[src/rtl/button_debouncer.sv]
// Push-button debouncer sampled on rising edges of a divided strobe from the clock divider.
// Produces a debounced level plus registered press, release, long-press and auto-repeat pulses.
module button_debouncer #(
   parameter int STABLE_SAMPLES = 4,
   parameter int LONG_SAMPLES   = 500,
   parameter int REPEAT_SAMPLES = 100,
   parameter int CNT_W          = 16
) (
   input  logic clock,
   input  logic reset,
   input  logic slow_clk,
   input  logic btn_raw,
   output logic btn_level,
   output logic press_pulse,
   output logic release_pulse,
   output logic long_pulse,
   output logic repeat_pulse
);

   typedef enum logic [1:0] {
      S_RELEASED,
      S_PRESS_PEND,
      S_PRESSED,
      S_RELEASE_PEND
   } state_t;

   localparam logic [CNT_W-1:0] STABLE_C = CNT_W'(STABLE_SAMPLES);
   localparam logic [CNT_W-1:0] LONG_C   = CNT_W'(LONG_SAMPLES);
   localparam logic [CNT_W-1:0] REPEAT_C = CNT_W'(REPEAT_SAMPLES);

   state_t           state_q;
   logic             sync1_q, sync2_q, slow_prev_q;
   logic [CNT_W-1:0] stab_cnt_q, hold_cnt_q, rep_cnt_q;
   logic             level_q, press_q, release_q, long_q, repeat_q;

   logic             btn_s, tick;
   logic [CNT_W-1:0] stab_inc, hold_inc, rep_inc;

   assign btn_s    = sync2_q;
   assign tick     = slow_clk & ~slow_prev_q;
   assign stab_inc = stab_cnt_q + 1'b1;
   assign hold_inc = hold_cnt_q + 1'b1;
   assign rep_inc  = rep_cnt_q + 1'b1;

   // stab_cnt is zero on entry to RELEASED and PRESSED, so stab_inc==STABLE_C also covers STABLE_SAMPLES==1.
   always_ff @(posedge clock or posedge reset) begin
      if (reset) begin
         state_q     <= S_RELEASED;
         sync1_q     <= 1'b0;
         sync2_q     <= 1'b0;
         slow_prev_q <= 1'b1;
         stab_cnt_q  <= '0;
         hold_cnt_q  <= '0;
         rep_cnt_q   <= '0;
         level_q     <= 1'b0;
         press_q     <= 1'b0;
         release_q   <= 1'b0;
         long_q      <= 1'b0;
         repeat_q    <= 1'b0;
      end else begin
         // NOTE: non-blocking everywhere so every branch reads the pre-edge values of all registers.
         sync1_q     <= btn_raw;
         sync2_q     <= sync1_q;
         slow_prev_q <= slow_clk;
         press_q     <= 1'b0;
         release_q   <= 1'b0;
         long_q      <= 1'b0;
         repeat_q    <= 1'b0;

         if (tick) begin
            case (state_q)
               S_RELEASED, S_PRESS_PEND: begin
                  if (!btn_s) begin
                     state_q    <= S_RELEASED;
                     stab_cnt_q <= '0;
                  end else if (stab_inc == STABLE_C) begin
                     state_q    <= S_PRESSED;
                     stab_cnt_q <= '0;
                     hold_cnt_q <= '0;
                     rep_cnt_q  <= '0;
                     level_q    <= 1'b1;
                     press_q    <= 1'b1;
                  end else begin
                     state_q    <= S_PRESS_PEND;
                     stab_cnt_q <= stab_inc;
                  end
               end

               S_PRESSED, S_RELEASE_PEND: begin
                  if (btn_s && state_q == S_RELEASE_PEND) begin
                     state_q    <= S_PRESSED;
                     stab_cnt_q <= '0;
                  end else if (btn_s) begin
                     if (hold_cnt_q != LONG_C) begin
                        hold_cnt_q <= hold_inc;
                        if (hold_inc == LONG_C) begin
                           long_q    <= 1'b1;
                           rep_cnt_q <= '0;
                        end
                     end else if (rep_inc == REPEAT_C) begin
                        repeat_q  <= 1'b1;
                        rep_cnt_q <= '0;
                     end else begin
                        rep_cnt_q <= rep_inc;
                     end
                  end else if (stab_inc == STABLE_C) begin
                     state_q    <= S_RELEASED;
                     stab_cnt_q <= '0;
                     hold_cnt_q <= '0;
                     rep_cnt_q  <= '0;
                     level_q    <= 1'b0;
                     release_q  <= 1'b1;
                  end else begin
                     state_q    <= S_RELEASE_PEND;
                     stab_cnt_q <= stab_inc;
                  end
               end

               default: begin
                  state_q    <= S_RELEASED;
                  stab_cnt_q <= '0;
                  hold_cnt_q <= '0;
                  rep_cnt_q  <= '0;
                  level_q    <= 1'b0;
               end
            endcase
         end
      end
   end

   assign btn_level     = level_q;
   assign press_pulse   = press_q;
   assign release_pulse = release_q;
   assign long_pulse    = long_q;
   assign repeat_pulse  = repeat_q;

endmodule

[config.mk]
export PLATFORM = sky130hd
export DESIGN_NAME = button_debouncer
export DESIGN_NICKNAME = d
export VERILOG_FILES = /design/src/rtl/button_debouncer.sv
export SDC_FILE = /design/constraint.sdc
export NUM_CORES = 1
export LEC_CHECK = 0
export CAP_MARGIN = 20
export CORE_MARGIN = 2
export CORE_UTILIZATION = 40
export CTS_BUF_LIST = sky130_fd_sc_hd__clkbuf_8
export CTS_CLUSTER_SIZE = 8
export DETAILED_ROUTE_END_ITERATION = 8
export PLACE_DENSITY = 0.53
export SLEW_MARGIN = 10
export SYNTH_ARGS = -nofsm -noshare
export SYNTH_HDL_FRONTEND = slang
export SYNTH_SLANG_ARGS = --single-unit
[constraint.sdc]
create_clock -name clock -period 4.6 [get_ports clock]
set_clock_uncertainty 0.05 [all_clocks]
set_input_delay 0.92 -clock clock [delete_from_list [all_inputs] [get_ports clock]]
set_output_delay 0.92 -clock clock [all_outputs]
set_load 0.01 [all_outputs]
==> results.cfg, run 1 <==
[clocking]
htreeDepth = 3
cts_setup_buffers = 0
cts_root_buf = clkbuf_8
holdBufCountCts = 0
path_clk_slew_ns = 0.07
cts_buffers = 9
clkSinkCount = 58
cts_tree = yes
clock_latency_ns = 0.34
clk_path_buf_depth = 2
cts_resized = 0

[worst_setup_path]
start_kind = flip-flop
worst_r2r_endpoint = rep_cnt_q[8]$_DFFE_PP0P_
slowest_stage = or4_1
worstPathMaxFanout = 16
worstRegToRegCells = 8
crit_required_ns = 4.78
cp_data_arrival_time_ns = 3.37
cp_slowest_stage_delay_ns = 0.54
cp-end-kind = flip-flop
r2r_setup_slack_ns = 1.40
crit_chain = ha_1, nand4_1, nor4_1, xnor2_1, nand3_1, or4_1, a41o_1, a221o_1
rr_startpoint = hold_cnt_q[0]$_DFFE_PP0P_
critPathKind = reg -> reg

[sta]
finalCritPeriodShare = 0.695
fmax_mhz = 313
final-hold-violation-count = 0
rsz0062_at_grt = false
maxSlewHeadroom = 0.332
worstMarginPinSlew_ns = 0.998
tns_ns = 0
finalMaxSlewViolations = 0
setup_violations = 0
final.min_clock_period_ns = 3.20

[global_routing]
antenna_found_initial = 0
track_usage = 0.177
grt_max_degree = 48
grt_pass1_vias = 2893
overflow = 0
grt_pass1_wl_um = 14100

[power]
power_leakage_nw = 1.65
vdd_ir_drop_max_mv = 0.183
total_power_mw = 1.48
power_density_nw_per_um2 = 376

[min_path]
hold_path.startpoint = sync1_q$_DFF_PP0_
worstHoldPathType = reg -> reg
whs_path_depth = 0
worstHoldEndpoint = btn_s$_DFF_PP0_

[routing]
drtIter0Drc = 167
vias_per_cell = 5.80
firstDrtPassIters = 5
ant_nets = 0
drc = 0
detail_route.wl_per_cell_um = 15.1
drt-total-wl_um = 8060
vias = 3090

[synth]
avgSynthCellArea_um2 = 8.47
synth_cell_types = 61
syn_nets = 437
syn_inst = 428
netlist_area_um2 = 3630
synth_warnings = 0
synthArstFlopShare = 1.00
ys.flop_type = dfrtp_1
ys_seq_area_frac = 0.401
synth-seq-cells = 58
synth_edf_count = 0

[placed_design]
place.gp.congestion = 0.773
hpwlAfterDp_um = 5540
dp_cells = 516
portBuffers = 8

[run]
maxCapViolCount = 0

[floorplanning]
die-area_um2 = 9840
ios = 9
core_um2 = 8760
rows = 34
die_w_um = 99.2
initial_core_util = 0.414
die_y_um = 99.2

[finish]
final_util = 0.449
antenna_cells = 0
final_layout_size_suffix_gt1_frac = 0.0682
finalNonFillerCells = 533
nets = 429
area_delta_synth_final_pct = 8.49

[run_status]
status = complete, no violations
## per-stage QoR
step | hold WS (ns) | setup WS (ns) | area (um2)
2_1_floorplan | 0.281 | 1.82 | 3630
3_3_place_gp | 0.290 | 1.42 | 3720
3_5_place_dp | 0.296 | 1.37 | 3720
4_1_cts | 0.314 | 1.42 | 3910
5_1_grt | 0.327 | 1.13 | 3930
6_report | 0.315 | 1.40 | 3930
## Yosys cell counts (5+ instances only)
cell type   n  area, um2
a21o_1      7       52.6
buf_2      10       50.1
nor2_1     29        109
dfrtp_1    57       1430
mux2i_1     7       70.1
nand3_1    24        120
a31oi_1    23        144
a211o_1     6       52.6
nor3_1     29        145
inv_1      17       63.8
a21oi_1    15       75.1
nand2b_1    6       37.5
clkbuf_1   18       67.6
and3_1     12       75.1
nand2_1    44        165
a22o_1      5       43.8
nor4_1      5       31.3
and4_1      6       52.6
nand4_1    12       75.1
o21ai_0    21        105
xnor2_1     9       78.8
ha_1        5       62.6
## routing by layer
metal / global-route usage / wire [um] / vias to the layer above
met5: 0 / 0 / -
met4: 0.0611 / 106 / 0
met2: 0.273 / 3530 / 48
met3: 0.0387 / 264 / 10
met1: 0.247 / 4150 / 1465
li1: - / - / 1567
## kinds of logic after synthesis
logic type               Yosys count  synth area share
AO/OA/AOI/OAI                    106             0.196
XOR/XNOR                          10            0.0242
adder cells (fa/ha/maj)            5            0.0173
buffers and inverters             47            0.0542
flip-flops                        58             0.401
multiplexers                       9            0.0255
AND/OR/NAND/NOR                  193             0.282
## sequential cells by signal, indices dropped and copies added (netlist names), 2 cells and up
name        flops
rep_cnt_q      16
stab_cnt_q     16
state_q         2
hold_cnt_q     16
## area by class of cell
type | instances | area (um2)
Clock buffer | 9 | 124
Sequential cell | 58 | 1450
Timing Repair Buffer | 10 | 108
Fill cell | 875 | 4830
Clock inverter | 7 | 70.1
Tap cell | 108 | 135
Inverter | 18 | 67.6
Multi-Input combinational cell | 323 | 1980
## worst max path at each step
stage | startpoint | end | cells past startpoint
after floorplan | stab_cnt_q[0]$_DFFE_PP0P_ | rep_cnt_q[3]$_DFFE_PP0P_ | 9
after CTS | hold_cnt_q[0]$_DFFE_PP0P_ | rep_cnt_q[8]$_DFFE_PP0P_ | 8
after global routing | hold_cnt_q[0]$_DFFE_PP0P_ | rep_cnt_q[8]$_DFFE_PP0P_ | 8
after detailed placement | slow_clk | rep_cnt_q[8]$_DFFE_PP0P_ | 6
after global placement | slow_clk | rep_cnt_q[8]$_DFFE_PP0P_ | 6
final | hold_cnt_q[0]$_DFFE_PP0P_ | rep_cnt_q[8]$_DFFE_PP0P_ | 8
## power breakdown
part	switching, mW	leakage, nW	total, mW	internal, mW
registers	0.138	0.782	0.721	0.584
logic	0.164	0.777	0.289	0.124
clock network	0.221	0.0873	0.469	0.248
## worst max-delay path, delay by kind of cell, from the launching register on
family | cells | cell delay (ns)
DFF | 1 | 0.51
and+or+nand+nor | 4 | 1.11
AOI/OAI and AO/OA | 2 | 0.92
xor gates and xnor gates | 1 | 0.18
adders and majority gates | 1 | 0.30
## cell usage in the layout (no fill, tap or decap), types with 3 or more instances in the layout
cell type	n
xnor2_1	9
a21o_1	7
o31ai_1	3
nand3_1	24
clkbuf_8	9
nand2_1	44
a22o_1	5
or3_1	3
and4_1	6
a211o_1	6
nor2b_1	4
mux2i_1	7
and3_1	12
nor3_1	29
a21oi_1	15
nor3_2	3
nand4_1	12
nor2_1	29
nand2b_1	6
clkinvlp_4	4
dfrtp_1	57
o22ai_1	3
clkdlybuf4s50_1	8
o21ai_0	21
a211oi_1	3
nor4_1	5
and2_1	4
inv_1	16
a31oi_1	23
or4_1	3
ha_1	5
No activity file was read; power rests on OpenSTA's default activity.
==> run 2, diff against run 1 <==
- clock period: 4.6 -> 2.95 ns (I/O delays scaled with it)
==> results.cfg, run 2 (synthesis gave the netlist of run 1 again) <==
[placed_design]
place_ws_ns = -0.0101
portBuffers = 8
place.gp.congestion = 0.819
hpwlAfterDp_um = 6020
dp_cells = 554

[clocking]
clk_path_buf_depth = 2
holdBufCountCts = 0
clock_latency_ns = 0.34
clkSinkCount = 58
path_clk_slew_ns = 0.07
cts_tree = yes
cts_buffers = 9
htreeDepth = 3
cts_setup_buffers = 0
cts_root_buf = clkbuf_8

[sta]
rsz0062_at_grt = false
finalMaxSlewViolations = 0
setup_violations = 0
tns_ns = 0
layout_setup_ws_ns = 0.193
worstMarginPinSlew_ns = 0.833
final-hold-violation-count = 0
worst_hold_slack_ns = 0.309
final.min_clock_period_ns = 2.76
fmax_mhz = 363
maxSlewHeadroom = 0.441
finalCritPeriodShare = 0.935

[floorplanning]
die_w_um = 99.2
die-area_um2 = 9840
ios = 9
core_um2 = 8760
rows = 34
initial_core_util = 0.414
die_y_um = 99.2

[worst_setup_path]
critPathKind = reg -> reg
cp_data_arrival_time_ns = 2.93
r2r_setup_slack_ns = 0.19
cp-end-kind = flip-flop
slowest_stage = or4_1
cp_slowest_stage_delay_ns = 0.57
crit_chain = ha_2, nand2_1, or4_1, xor2_1, nand4b_1, o31a_1, a41o_4, a221o_1
crit_required_ns = 3.12
worstPathMaxFanout = 14
start_kind = flip-flop

[power]
p_sw_mw = 0.836
vdd_ir_drop_max_mv = 0.264
seq_power_share = 0.428
power_frac_comb = 0.243
power_density_nw_per_um2 = 591
p_sw_frac = 0.331
power_leakage_nw = 1.86
p_int_mw = 1.69
pwr-share-clk = 0.329
total_power_mw = 2.52

[finish]
final_common_cell = dfrtp_1
nets = 466
final_layout_size_suffix_gt1_frac = 0.149
final_cell_mix = 57 x dfrtp_1, 44 x nand2_1, 37 x buf_4
antenna_cells = 0
reg.largest.list = hold_cnt_q: 16 flops, rep_cnt_q: 16 flops, stab_cnt_q: 16 flops
finalNonFillerCells = 570
area_delta_synth_final_pct = 17.7

[global_routing]
grt_pass1_wl_um = 14900
overflow = 0
track_usage = 0.185
antenna_found_initial = 0
grt_pass1_vias = 3132
grt_max_degree = 32

[routing]
ant_nets = 0
drc = 0
drt-total-wl_um = 8670
vias_per_cell = 5.79
drtIter0Drc = 145
firstDrtPassIters = 4
detail_route.wl_per_cell_um = 15.2
vias = 3302

[run_status]
status = complete, no violations

[min_path]
worstHoldPathType = reg -> reg

[run]
maxCapViolCount = 0
==> run 2: final timing paths <==
| check | cells after the start | startpoint | end |
|---|---|---|---|
| setup / recovery | 8 | stab_cnt_q[0]$_DFFE_PP0P_ | rep_cnt_q[8]$_DFFE_PP0P_ |
| min in group asynchronous | 2 | reset | rep_cnt_q[10]$_DFFE_PP0P_ |
| hold / removal | 0 | sync1_q$_DFF_PP0_ | btn_s$_DFF_PP0_ |
| setup reg to reg | 8 | stab_cnt_q[0]$_DFFE_PP0P_ | rep_cnt_q[8]$_DFFE_PP0P_ |
| hold reg to reg | 0 | sync1_q$_DFF_PP0_ | btn_s$_DFF_PP0_ |
| max in group asynchronous | 3 | reset | stab_cnt_q[10]$_DFFE_PP0P_ |
==> run 2: cell type report <==
type                       count  area (um2)
sequential                    58        1450
clock inverter                 6        81.3
timing repair buffer          47         398
fill                         852        4490
clock buffer                  10         138
multi-input combinational    323        2000
tap                          108         135
inverter                      18        67.6
==> run 2: layer usage <==
layer  share of wire  global-route usage
met2            0.45               0.283
met1            0.51               0.258
met3           0.025              0.0295
met5               0                   0
met4           0.016              0.0854
==> run 2: critical path: cells and delay by family, from the launching register on <==
family / cells / cell delay [ns]
simple gates: 3 / 0.80
compound gates: 3 / 1.02
fa+ha+maj: 1 / 0.22
flops: 1 / 0.36
xor+xnor: 1 / 0.21
==> run 2: what timing repair did <==
item	CTS	global route
gates resized for setup	1	4
pin swaps	0	0
setup endpoints to repair	1	13
==> run 2: power groups by stage <==
| stage | Combinational, mW | Clock (mW) | Sequential [mW] |
|---|---|---|---|
| 2_1_floorplan | 0.495 | 0 | 0.995 |
| 3_3_place_gp | 0.597 | 0 | 1.09 |
| 3_5_place_dp | 0.609 | 0 | 1.09 |
| 4_1_cts | 0.612 | 0.850 | 1.07 |
| 5_1_grt | 0.693 | 0.888 | 1.10 |
| 6_report | 0.613 | 0.830 | 1.08 |
==> run 2: per-stage QoR <==
stage,cell area [um2],utilization
final,4270,0.487
after detailed placement,4030,0.460
after global routing,4270,0.487
after global placement,4030,0.460
after floorplan,3630,-
after CTS,4250,0.485
